==> config.mk <==
export PLATFORM = sky130hd
export DESIGN_NAME = combination_lock_supervisor
export DESIGN_NICKNAME = d
export VERILOG_FILES = /design/src/rtl/combination_lock_supervisor.sv
export SDC_FILE = /design/constraint.sdc
export NUM_CORES = 1
export LEC_CHECK = 0
export CAP_MARGIN = 20
export CORE_ASPECT_RATIO = 1.2
export CORE_MARGIN = 10
export CORE_UTILIZATION = 35
export CTS_BUF_LIST = sky130_fd_sc_hd__clkbuf_4
export DETAILED_ROUTE_END_ITERATION = 10
export GPL_ROUTABILITY_DRIVEN = 1
export GPL_TIMING_DRIVEN = 0
export PLACE_DENSITY_LB_ADDON = 0.3
export REMOVE_ABC_BUFFERS = 1
export SLEW_MARGIN = 10
export SYNTH_ARGS = -nofsm -noshare
export SYNTH_HDL_FRONTEND = slang
export SYNTH_SLANG_ARGS = --single-unit
==> constraint.sdc <==
create_clock -name Clk -period 4.8 [get_ports Clk]
set_input_delay 1.44 -clock Clk [delete_from_list [all_inputs] [get_ports Clk]]
set_output_delay 1.44 -clock Clk [all_outputs]
set_load 0.02 [all_outputs]
==> src/rtl/combination_lock_supervisor.sv <==
// Dial-sequence combination lock supervisor: three-number code check, failed-attempt lockout, code reprogramming.
// Build option LOCK_AUTO_RELOCK_EN: an idle OPEN lock relocks after RELOCK_CYCLES cycles.
module combination_lock_supervisor #(
   parameter int DIAL_MAX       = 19,
   parameter int CODE0          = 13,
   parameter int CODE1          = 7,
   parameter int CODE2          = 17,
   parameter int MAX_FAILS      = 3,
   parameter int LOCKOUT_CYCLES = 1000,
   parameter int TIMER_W        = 16
`ifdef LOCK_AUTO_RELOCK_EN
   ,
   parameter int RELOCK_CYCLES  = 500
`endif
) (
   input  logic       Clk,
   input  logic       Rst,
   input  logic       Right,
   input  logic       Left,
   input  logic [4:0] Count,
   input  logic       Center,
   input  logic       ProgEn,
   output logic       Locked,
   output logic       LockedOut,
   output logic [2:0] FailCount,
   output logic [2:0] State
);

   typedef enum logic [2:0] {
      ST_S0      = 3'd0,
      ST_S1      = 3'd1,
      ST_S2      = 3'd2,
      ST_OPEN    = 3'd3,
      ST_PROG    = 3'd4,
      ST_LOCKOUT = 3'd5
   } state_t;

   typedef enum logic [1:0] {
      DIR_NONE = 2'd0,
      DIR_R    = 2'd1,
      DIR_L    = 2'd2
   } dir_t;

   localparam logic [4:0]         DIAL_MAX_C   = 5'(DIAL_MAX);
   localparam logic [2:0]         MAX_FAILS_C  = 3'(MAX_FAILS);
   localparam logic [TIMER_W-1:0] TIMER_ZERO   = {TIMER_W{1'b0}};
   localparam logic [TIMER_W-1:0] TIMER_ONE    = TIMER_W'(1);
   localparam logic [TIMER_W-1:0] LOCKOUT_LOAD = TIMER_W'(LOCKOUT_CYCLES - 1);
`ifdef LOCK_AUTO_RELOCK_EN
   localparam logic [TIMER_W-1:0] RELOCK_LOAD  = TIMER_W'(RELOCK_CYCLES - 1);
`endif

   state_t             state_r;
   dir_t               dir_r;
   logic [2:0]         fails_r;
   logic [4:0]         code0_r;
   logic [4:0]         code1_r;
   logic [4:0]         code2_r;
   logic [1:0]         slot_r;
   logic [TIMER_W-1:0] timer_r;

   logic r_only_s;
   logic l_only_s;
   logic rev_rl_s;
   logic rev_lr_s;
   logic count_ok_s;
   logic fail_s;

   // Positions beyond the dial range can never match, whatever the code register holds.
   function automatic logic code_match(input logic [4:0] pos, input logic [4:0] code);
      return (pos <= DIAL_MAX_C) && (pos == code);
   endfunction

   // Both direction lines high is treated as no movement.
   assign r_only_s   = Right & ~Left;
   assign l_only_s   = Left & ~Right;
   assign rev_rl_s   = l_only_s & (dir_r == DIR_R);
   assign rev_lr_s   = r_only_s & (dir_r == DIR_L);
   assign count_ok_s = (Count <= DIAL_MAX_C);

   // Failed-attempt detection for the three entry states.
   always_comb begin
      fail_s = 1'b0;
      case (state_r)
         ST_S0: begin
            if (Center) fail_s = 1'b1;
            else if (rev_rl_s) fail_s = ~code_match(Count, code0_r);
            else fail_s = 1'b0;
         end
         ST_S1: begin
            if (Center) fail_s = 1'b1;
            else if (rev_lr_s) fail_s = ~code_match(Count, code1_r);
            else fail_s = 1'b0;
         end
         ST_S2: begin
            if (l_only_s) fail_s = 1'b1;
            else if (Center) fail_s = ~code_match(Count, code2_r);
            else fail_s = 1'b0;
         end
         default: fail_s = 1'b0;
      endcase
   end

   // Supervisor state machine, direction tracking, code storage and shared lockout/relock timer.
   always_ff @(posedge Clk or negedge Rst) begin
      if (!Rst) begin
         state_r <= ST_S0;
         dir_r   <= DIR_NONE;
         fails_r <= 3'd0;
         code0_r <= 5'(CODE0);
         code1_r <= 5'(CODE1);
         code2_r <= 5'(CODE2);
         slot_r  <= 2'd0;
         timer_r <= TIMER_ZERO;
      end else begin
         if (state_r != ST_LOCKOUT) begin
            if (r_only_s) dir_r <= DIR_R;
            else if (l_only_s) dir_r <= DIR_L;
         end
         if (fail_s) begin
            dir_r   <= DIR_NONE;
            fails_r <= fails_r + 3'd1;
            if ((fails_r + 3'd1) == MAX_FAILS_C) begin
               state_r <= ST_LOCKOUT;
               timer_r <= LOCKOUT_LOAD;
            end else begin
               state_r <= ST_S0;
            end
         end else begin
            case (state_r)
               ST_S0:   if (rev_rl_s) state_r <= ST_S1;
               ST_S1:   if (rev_lr_s) state_r <= ST_S2;
               ST_S2: begin
                  if (Center) begin
                     state_r <= ST_OPEN;
                     fails_r <= 3'd0;
`ifdef LOCK_AUTO_RELOCK_EN
                     timer_r <= RELOCK_LOAD;
`endif
                  end
               end
               ST_OPEN: begin
                  if (Center) begin
                     if (ProgEn) begin
                        state_r <= ST_PROG;
                        slot_r  <= 2'd0;
                     end else begin
                        state_r <= ST_S0;
                        dir_r   <= DIR_NONE;
                     end
                  end
`ifdef LOCK_AUTO_RELOCK_EN
                  else if (Right || Left) timer_r <= RELOCK_LOAD;
                  else if (timer_r == TIMER_ZERO) begin
                     state_r <= ST_S0;
                     dir_r   <= DIR_NONE;
                  end
                  else timer_r <= timer_r - TIMER_ONE;
`else
                  else state_r <= ST_OPEN;
`endif
               end
               ST_PROG: begin
                  if (Center && count_ok_s) begin
                     case (slot_r)
                        2'd0: begin
                           code0_r <= Count;
                           slot_r  <= 2'd1;
                        end
                        2'd1: begin
                           code1_r <= Count;
                           slot_r  <= 2'd2;
                        end
                        default: begin
                           code2_r <= Count;
                           slot_r  <= 2'd0;
                           state_r <= ST_OPEN;
`ifdef LOCK_AUTO_RELOCK_EN
                           timer_r <= RELOCK_LOAD;
`endif
                        end
                     endcase
                  end
               end
               ST_LOCKOUT: begin
                  if (timer_r == TIMER_ZERO) begin
                     state_r <= ST_S0;
                     fails_r <= 3'd0;
                     dir_r   <= DIR_NONE;
                  end else begin
                     timer_r <= timer_r - TIMER_ONE;
                  end
               end
               default: begin
                  state_r <= ST_S0;
                  dir_r   <= DIR_NONE;
               end
            endcase
         end
      end
   end

   assign Locked    = (state_r != ST_OPEN) && (state_r != ST_PROG);
   assign LockedOut = (state_r == ST_LOCKOUT);
   assign FailCount = fails_r;
   assign State     = state_r;

endmodule

== Word-level counts from Yosys, hierarchy flattened ==
Index checks and enable logic that the tools add are counted.

* Memories kept: 0
* Bits in writable memories: 0
* ROM bits: 0
* Logic and storage cells: 106
* Bits in latches: 0
* Output and inout bits: 8
* Register bits: 41
* Input bits: 11

* Equality and inequality tests: 26
* Reduce and logical (&&, ||, !) cells: 20
* Div/mod/pow operators: 0
* Magnitude comparators: 1
* Bitwise logic cells: 11
* Multiplexer cells: 38
* Shifts and indexed selects: 0
* Multiply operators: 0
* Add/subtract/negate cells: 2

{| class="wikitable"
|+ Operators with widths
! kind !! count
|-
| 2-to-1 mux 16 bit || 4
|-
| 2-to-1 mux 3 bit || 12
|-
| != test 3 bit (second input constant) || 7
|-
| 2-to-1 mux 2 bit || 10
|-
| one-hot mux 3 bit (6 select lines) || 1
|-
| logical NOT 16 bit || 1
|-
| subtractor 16 x 1 -> 16 bit (second input constant) || 1
|-
| == test 5 bit || 3
|-
| AND reduction 4 bit || 3
|-
| == test 3 x 2 -> 1 bit (second input constant) || 3
|-
| != test 2 bit (second input constant) || 4
|-
| one-hot mux 2 bit (2 select lines) || 2
|-
| inverter 1 bit || 7
|-
| == test 3 bit (second input constant) || 2
|-
| 2-to-1 mux 1 bit || 6
|-
| one-hot mux 2 bit (3 select lines) || 1
|-
| one-hot mux 3 bit (2 select lines) || 1
|-
| AND reduction 3 bit || 2
|-
| AND reduction 6 bit || 1
|-
| less-or-equal comparator 5 bit (second input constant) || 1
|-
| logical AND 1 bit || 5
|-
| AND reduction 5 bit || 1
|-
| bitwise AND 1 bit || 4
|-
| == test 2 x 1 -> 1 bit (second input constant) || 2
|-
| 13 further kinds || 14
|}

== Logic depth before layout (Yosys ltp) ==
Gate-level depths: netlist of the first run.

* Depth in word-level cells: 9
* Depth in mapped cells: 8
* Gate-level depth less buffers: 6

== Least setup slack after synthesis of the first run ==
OpenSTA, ideal clock, no wires.

* Kind: input -> register
* Start point: input port Count[3]
* End point: register fails_r[2] (netlist: FailCount[2])
* Stages: 7
* Slack: 1,434 ps
* Required time: 4,674 ps
* Data arrival time: 3,240 ps
* Path buffers: 2
* Cells stage by stage: buf_4 -> xor2_1 -> or4_4 -> o221a_4 -> or3_1 -> buf_2 -> a221o_1

* Longest elaborated chain between the ends: 8
* Elaborated cells between the ends (all ways): 22

{| class="wikitable"
|+ RTL lines
! what !! line !! text
|-
| from (decl) || 20 || <nowiki>input logic [4:0] Count,</nowiki>
|-
| less-or-equal comparator 5 bit or == test 5 bit (tied branches) || 71 || <nowiki>return (pos <= DIAL_MAX_C) && (pos == code);</nowiki>
|-
| logical AND 1 bit || 71 ||
|-
| inverter 1 bit, on equally long branches || 97, 87, 92 ||
|-
| 2-to-1 mux 1 bit, on equally long branches || 97, 87, 92 ||
|-
| 2-to-1 mux 1 bit, on equally long branches || 96, 86, 91 ||
|-
| one-hot mux 1 bit (3 select lines) * || 84 || <nowiki>case (state_r)</nowiki>
|-
| != test 3 x 1 -> 1 bit (no source line), or another cell as far along || n/a ||
|-
| AND reduction 3 bit (no source line) || n/a ||
|-
| to (signal assigned) || 122 || <nowiki>fails_r <= fails_r + 3'd1;</nowiki>
|-
| to (decl) || 55 || <nowiki>logic [2:0] fails_r;</nowiki>
|}

Mark *: on every way between the ends. The rest lies on a longest branch, timed or not.
A chain may end at the register's enable or synchronous reset.

== Final worst setup path of the first run ==
* Start point: register state_r[2] (netlist: State[2])
* End point: output port LockedOut

* Longest elaborated chain between the ends: 1

{| class="wikitable"
|+ RTL lines
! what !! line !! text
|-
| from (decl) || 53 || <nowiki>state_t state_r;</nowiki>
|-
| from (signal assigned) || 107 || <nowiki>state_r <= ST_S0;</nowiki>
|-
| from (signal assigned) || 124 || <nowiki>state_r <= ST_LOCKOUT;</nowiki>
|-
| from (signal assigned) || 127 || <nowiki>state_r <= ST_S0;</nowiki>
|-
| == test 3 bit || 204 || <nowiki>assign LockedOut = (state_r == ST_LOCKOUT);</nowiki>
|-
| to (decl) || 24 || <nowiki>output logic LockedOut,</nowiki>
|}

No other way between the ends.

==> results.json, run 1 <==
{
  "hp-class": "register to register",
  "hold_slack_ns": 0.5223,
  "hold_violations": 0,
  "drt-initial-drc-count": 72,
  "utilization_pct": 40.35,
  "synth_edf_count": 0,
  "fin_crit_sh_pct": 77.63,
  "grt_usage_pct": 10.05,
  "cts_resized": 0,
  "vias": 1838,
  "cts_root_buf": "clkbuf_4",
  "fill_cells": 709,
  "critPathArrivalTime_ns": 2.29,
  "drive_above_1_share_pct": 15.38,
  "syn_inst": 247,
  "nNetsFinal": 273,
  "finalSetupTns_ns": 0,
  "wl_um": 5104,
  "ys.flop_type": "dfrtp_1",
  "antenna_cells": 0,
  "worstSkewPairLatency_ns": 0.36,
  "synthesis.area_um2": 2417,
  "die_area_um2": 10640,
  "cts.clk_slew.worst_paths_ns": 0.13,
  "drc": 0,
  "clockBufferDepth": 2,
  "setup_violations": 0,
  "grt-ovfl-total": 0,
  "outcome": "complete, no violations",
  "avgRoutedWirePerCell_um": 14.71,
  "ios": 19,
  "multiInputGateArea_um2": 1280,
  "start_util_pct": 35.70,
  "clock-sinks": 41,
  "ys_seq_elements": 41,
  "rsz0062_at_grt": "false",
  "cp_cell_sequence": "nand3b_1 > inv_1 > clkdlybuf4s50_1",
  "die_h_um": 111.0,
  "ant_nets": 0,
  "worst_slew_pin_slew_ns": 0.8105,
  "relSlewSlack_pct": 45.55,
  "hold_buffers": 0,
  "critPathMaxStageDelay_ns": 0.69,
  "cts_tree": "built",
  "post_cts_buffers": 0,
  "critPathLaunchType": "register",
  "core_area_um2": 6771,
  "synth_cell_types": 56,
  "gp_congestion": 0.7452,
  "synth_top_area_share_pct": 34.16,
  "crit_path_end_kind": "primary output",
  "yosysWarningCount": 0,
  "fin_crit_ns": 3.726,
  "hpwl_um": 3702,
  "cts-buffers-inserted": 5,
  "cp.required_ns": 3.36,
  "power_density_nw_per_um2": 424.0,
  "vdd_drop_max_mv": 0.2175,
  "synth_area_per_cell_um2": 9.787,
  "synth_top_area_cell": "dfrtp_1",
  "fmax_ghz": 0.2684,
  "worst-setup-path-type": "register to primary output",
  "grt_max_degree": 25,
  "grt_pass1_wl_um": 8769,
  "synthArstFlopShare_pct": 100.0,
  "die_x_um": 95.87,
  "grt_pass1_vias": 1872,
  "critical_path.max_fanout": 17,
  "finalClockSkew_ns": 0.02598,
  "cts.htree.levels": 2,
  "synth_area_leaders": "dfrtp_1 34%, dfstp_2 8.7%, mux2_2 7.0%, xor2_1 4.3%, nor2_1 3.7%",
  "cp_slowest_cell": "dfrtp_1",
  "regArea_um2": 1036,
  "power.leakage_nw": 1.133,
  "drtPass1Iterations": 4,
  "portBuffers": 18,
  "rows": 33,
  "cap_violations": 0,
  "areaGrowthSynthToFinish_pct": 13.04,
  "antenna_found_initial": 0,
  "viasPerCell": 5.297,
  "finalMaxSlewViolations": 0,
  "synth.yosys.seq_area_share_pct": 42.86
}
==> worst max-delay path, delay by kind of cell (launching register included) <==
| kind | cells | cell delay (ns) |
|---|---|---|
| buf+inv | 2 | 1.02 |
| flops | 1 | 0.69 |
| simple gates | 1 | 0.22 |
==> layout make-up <==
class                   instances  share of cell area, %
inverters                       9                  1.236
multi-input cells             183                  46.84
clock buffers                   6                  1.648
repair buffers                 19                  7.143
clock inverters                 2                  1.236
well taps                      87                  3.984
flip-flops and latches         41                  37.91
==> power by group <==
group	internal, mW	switching, mW
combinational	0.189	0.182
clock	0.114	0.117
sequential	0.453	0.104
==> cells in the final DEF, fill, tap and decap left out, drive strengths merged, types with 2 or more instances in the layout <==
cell type / Yosys / routed
a21oi: 14 / 14
a221o: 2 / 2
a22oi: 2 / 2
a31oi: 2 / 2
and2: 2 / 2
and3: 2 / 2
and4: 3 / 3
buf: 5 / 2
clkbuf: 9 / 6
clkdlybuf4s50: 0 / 17
dfrtp: 33 / 33
dfstp: 8 / 8
ha: 3 / 3
inv: 9 / 9
mux2: 15 / 15
nand2: 13 / 13
nand2b: 3 / 3
nand3: 4 / 4
nand4: 3 / 3
nor2: 24 / 24
nor3: 5 / 5
nor3b: 5 / 5
nor4: 7 / 7
nor4bb: 2 / 2
o2111ai: 6 / 6
o211ai: 2 / 2
o21a: 2 / 2
o21ai: 11 / 11
o221a: 2 / 2
o31ai: 3 / 3
or3: 5 / 5
or4: 5 / 5
xnor2: 8 / 8
xor2: 12 / 12
==> kinds of logic (layout without fill, tap and decap cells) <==
logic type | Yosys count | count (layout) | synth area share (%)
compound gates | 53 | 53 | 15.48
xor+xnor | 20 | 20 | 7.246
fa+ha+maj | 3 | 3 | 1.553
buf+inv | 23 | 36 | 4.192
flops | 41 | 41 | 42.86
mux | 16 | 16 | 7.402
simple gates | 91 | 91 | 21.27
==> routing by layer <==
metal  GRT usage [%]  routed length (µm)  vias up
met1           12.25                2383      885
met4           3.645                  59        0
li1                -                   -      930
met3           2.507                 141        5
met5               0                   0        -
met2           16.43                2520       18
==> metrics by stage <==
step | instance area (µm²) | power [mW] | worst slack (ns) | instances
after floorplan | 2350 | 0.8034 | 1.579 | 233
after global placement | 2639 | 0.9277 | 0.6745 | 338
after detailed placement | 2654 | 0.9419 | 0.6513 | 339
after CTS | 2733 | 1.178 | 1.057 | 347
after global routing | 2733 | 1.249 | 0.9098 | 347
final | 2733 | 1.159 | 1.074 | 347
==> worst paths after layout <==
kind	from	to	slack [ns]	cells past startpoint
setup / recovery	State[2]	LockedOut	1.07	3
hold / removal	slot_r[0]	slot_r[0]	0.52	1
setup reg to reg	timer_r[7]	State[2]	2.37	5
hold reg to reg	slot_r[0]	slot_r[0]	0.52	1
max in group asynchronous	Rst	code1_r[1]	3.22	2
min in group asynchronous	Rst	timer_r[2]	0.99	1
==> cells in the mapped netlist (5+ instances only) <==
cell type,instances
dfrtp_1,33
nor2_1,24
mux2_2,15
a21oi_1,14
nand2_1,13
xor2_1,12
o21ai_0,11
clkbuf_1,9
inv_1,9
dfstp_2,8
xnor2_1,8
nor4_1,7
o2111ai_1,6
nor3_1,5
nor3b_1,5
or3_1,5
==> sequential cells by signal, indices dropped and copies added (netlist names) <==
register and cells:
code2_r 5, code0_r 5, code1_r 5, slot_r 2, dir_r 2, State 3, FailCount 3, timer_r 16
Note: power is estimated with default switching activity, not from simulation.
==> run 2: changes to the inputs <==
- clock period: 4.8 -> 3.36 ns (I/O delays scaled with it)
==> results.json, run 2 (synthesized netlist as in run 1, its figures left out) <==
{
  "hp-start": "slot_r[0]",
  "ant_nets": 0,
  "hp-class": "register to register",
  "cts_root_buf": "clkbuf_4",
  "antenna_found_initial": 0,
  "cp_cell_sequence": "clkdlybuf4s50_1 > xor2_1 > or4_4 > o221a_4 > or3_1 > a221o_1",
  "fin_crit_ns": 3.240,
  "outcome": "complete, no violations",
  "die_h_um": 111.0,
  "final_cell_mix": "31 x dfrtp_1, 24 x nor2_1, 17 x clkdlybuf4s50_1",
  "largest_reg_flops": 16,
  "fill_cells": 711,
  "dp_slack_ns": -0.3567,
  "critPathArrivalTime_ns": 3.47,
  "start_util_pct": 35.70,
  "grt_pass1_wl_um": 8769,
  "clockBufferDepth": 2,
  "hold_end": "slot_r[0]",
  "setup_violations": 0,
  "die_x_um": 95.87,
  "cts.htree.levels": 2,
  "worst_slew_pin_slew_ns": 0.8105,
  "grt-ovfl-total": 0,
  "ios": 19,
  "wl_um": 5108,
  "cp.required_ns": 3.59,
  "finalClockSkew_ns": 0.02535,
  "core_area_um2": 6771,
  "relSlewSlack_pct": 45.55,
  "power_density_nw_per_um2": 605.7,
  "clock-sinks": 41,
  "fmax_ghz": 0.3086,
  "worst-setup-path-type": "primary input to register",
  "vias": 1855,
  "cts_tree": "built",
  "drtPass1Iterations": 4,
  "layout_setup_ws_ns": 0.1195,
  "regArea_um2": 1039,
  "largest-register": "timer_r",
  "grt_usage_pct": 10.05,
  "vdd_drop_max_mv": 0.3107,
  "cts-buffers-inserted": 5,
  "viasPerCell": 5.346,
  "p_total_mw": 1.662,
  "antenna_cells": 0,
  "critPathMaxStageDelay_ns": 0.61,
  "crit_path_end_kind": "register",
  "rsz0062_at_grt": "false",
  "fin_crit_sh_pct": 96.44,
  "hold_depth": 1,
  "multiInputGateArea_um2": 1289,
  "regToRegStartpoint": "timer_r[7]",
  "portBuffers": 18,
  "post_cts_buffers": 0,
  "r2r_end": "State[2]",
  "drc": 0,
  "cp_slowest_cell": "clkdlybuf4s50_1",
  "fin_area_um2": 2744,
  "power.leakage_nw": 1.131,
  "cts.clk_slew.worst_paths_ns": 0.11,
  "gp_congestion": 0.7452,
  "areaGrowthSynthToFinish_pct": 13.51,
  "post_dp_cell_area_um2": 2654,
  "layout_commonest_cell": "dfrtp_1",
  "r2r_cells": 5,
  "hold_violations": 0,
  "drt-initial-drc-count": 54,
  "grt_pass1_vias": 1872,
  "avgRoutedWirePerCell_um": 14.72,
  "cap_violations": 0,
  "drive_above_1_share_pct": 16.15,
  "grt_max_degree": 25,
  "hpwl_um": 3702,
  "worstSkewPairLatency_ns": 0.36,
  "finalMaxSlewViolations": 0,
  "rows": 33,
  "nNetsFinal": 273,
  "utilization_pct": 40.52,
  "ff2ff_setup_slack_ns": 0.94,
  "critical_path.max_fanout": 10,
  "critPathLaunchType": "primary input",
  "die_area_um2": 10640
}
[run 2: cell count changes in the layout (fill, tap and decap cells not counted)]
cell | previous run | this run
dfrtp_1 | 33 | 31
dfrtp_2 | 0 | 2
o31ai_2 | 1 | 0
o31ai_4 | 0 | 1
[run 2: layer usage]
layer	global-route usage, %	vias up	share of wire (%)
met4	3.645	0	1.2
met2	16.43	28	50
met3	2.507	5	3.3
met1	12.25	893	46
met5	0	-	0
li1	-	929	-
[run 2: cell type report]
type,count,area share (%)
sequential,41,37.85
inverter,9,1.231
tap,87,3.967
clock buffer,6,1.642
multi-input combinational,183,46.97
timing repair buffer,19,7.114
clock inverter,2,1.231
[run 2: critical path, delay by kind of cell]
family / cells / cell delay (ns)
and+or+nand+nor: 2 / 0.97
AOI/OAI and AO/OA: 2 / 0.64
buffers and inverters: 1 / 0.61
xor gates and xnor gates: 1 / 0.25
[run 2: how the worst max path moves through the flow]
stage | depth (start not counted) | start | endpoint
2_1_floorplan | 5 | Left | FailCount[2]
3_3_place_gp | 6 | Count[3] | timer_r[5]
3_5_place_dp | 6 | Count[3] | timer_r[5]
4_1_cts | 6 | Count[3] | timer_r[5]
5_1_grt | 6 | Count[3] | FailCount[1]
6_report | 6 | Count[3] | FailCount[1]
[run 2: report_power, final]
part	internal (mW)	switching (mW)	total (mW)
clock	0.163	0.168	0.332
sequential	0.648	0.148	0.796
combinational	0.272	0.262	0.534
total	1.08	0.578	1.66
[run 2: repair_timing]
action                     4_1_cts  5_1_grt
setup endpoints to repair        0        6
resized for setup                0        3
hold buffers                     0        0
hold endpoints to repair         0        0
[run 2: stage by stage]
step,std cells,hold slack [ns],TNS [ns]
after detailed placement,339,0.4980,-3.918
after CTS,347,0.5257,0
after global routing,347,0.5545,0
after floorplan,233,0.4732,0
after global placement,338,0.4830,-3.433
final,347,0.5223,0
==> run 3: changes to the inputs <==
- SKIP_LAST_GASP: default -> 1
==> results of run 3 <==
Final layout, timing and power as in run 2 (identical DEF).
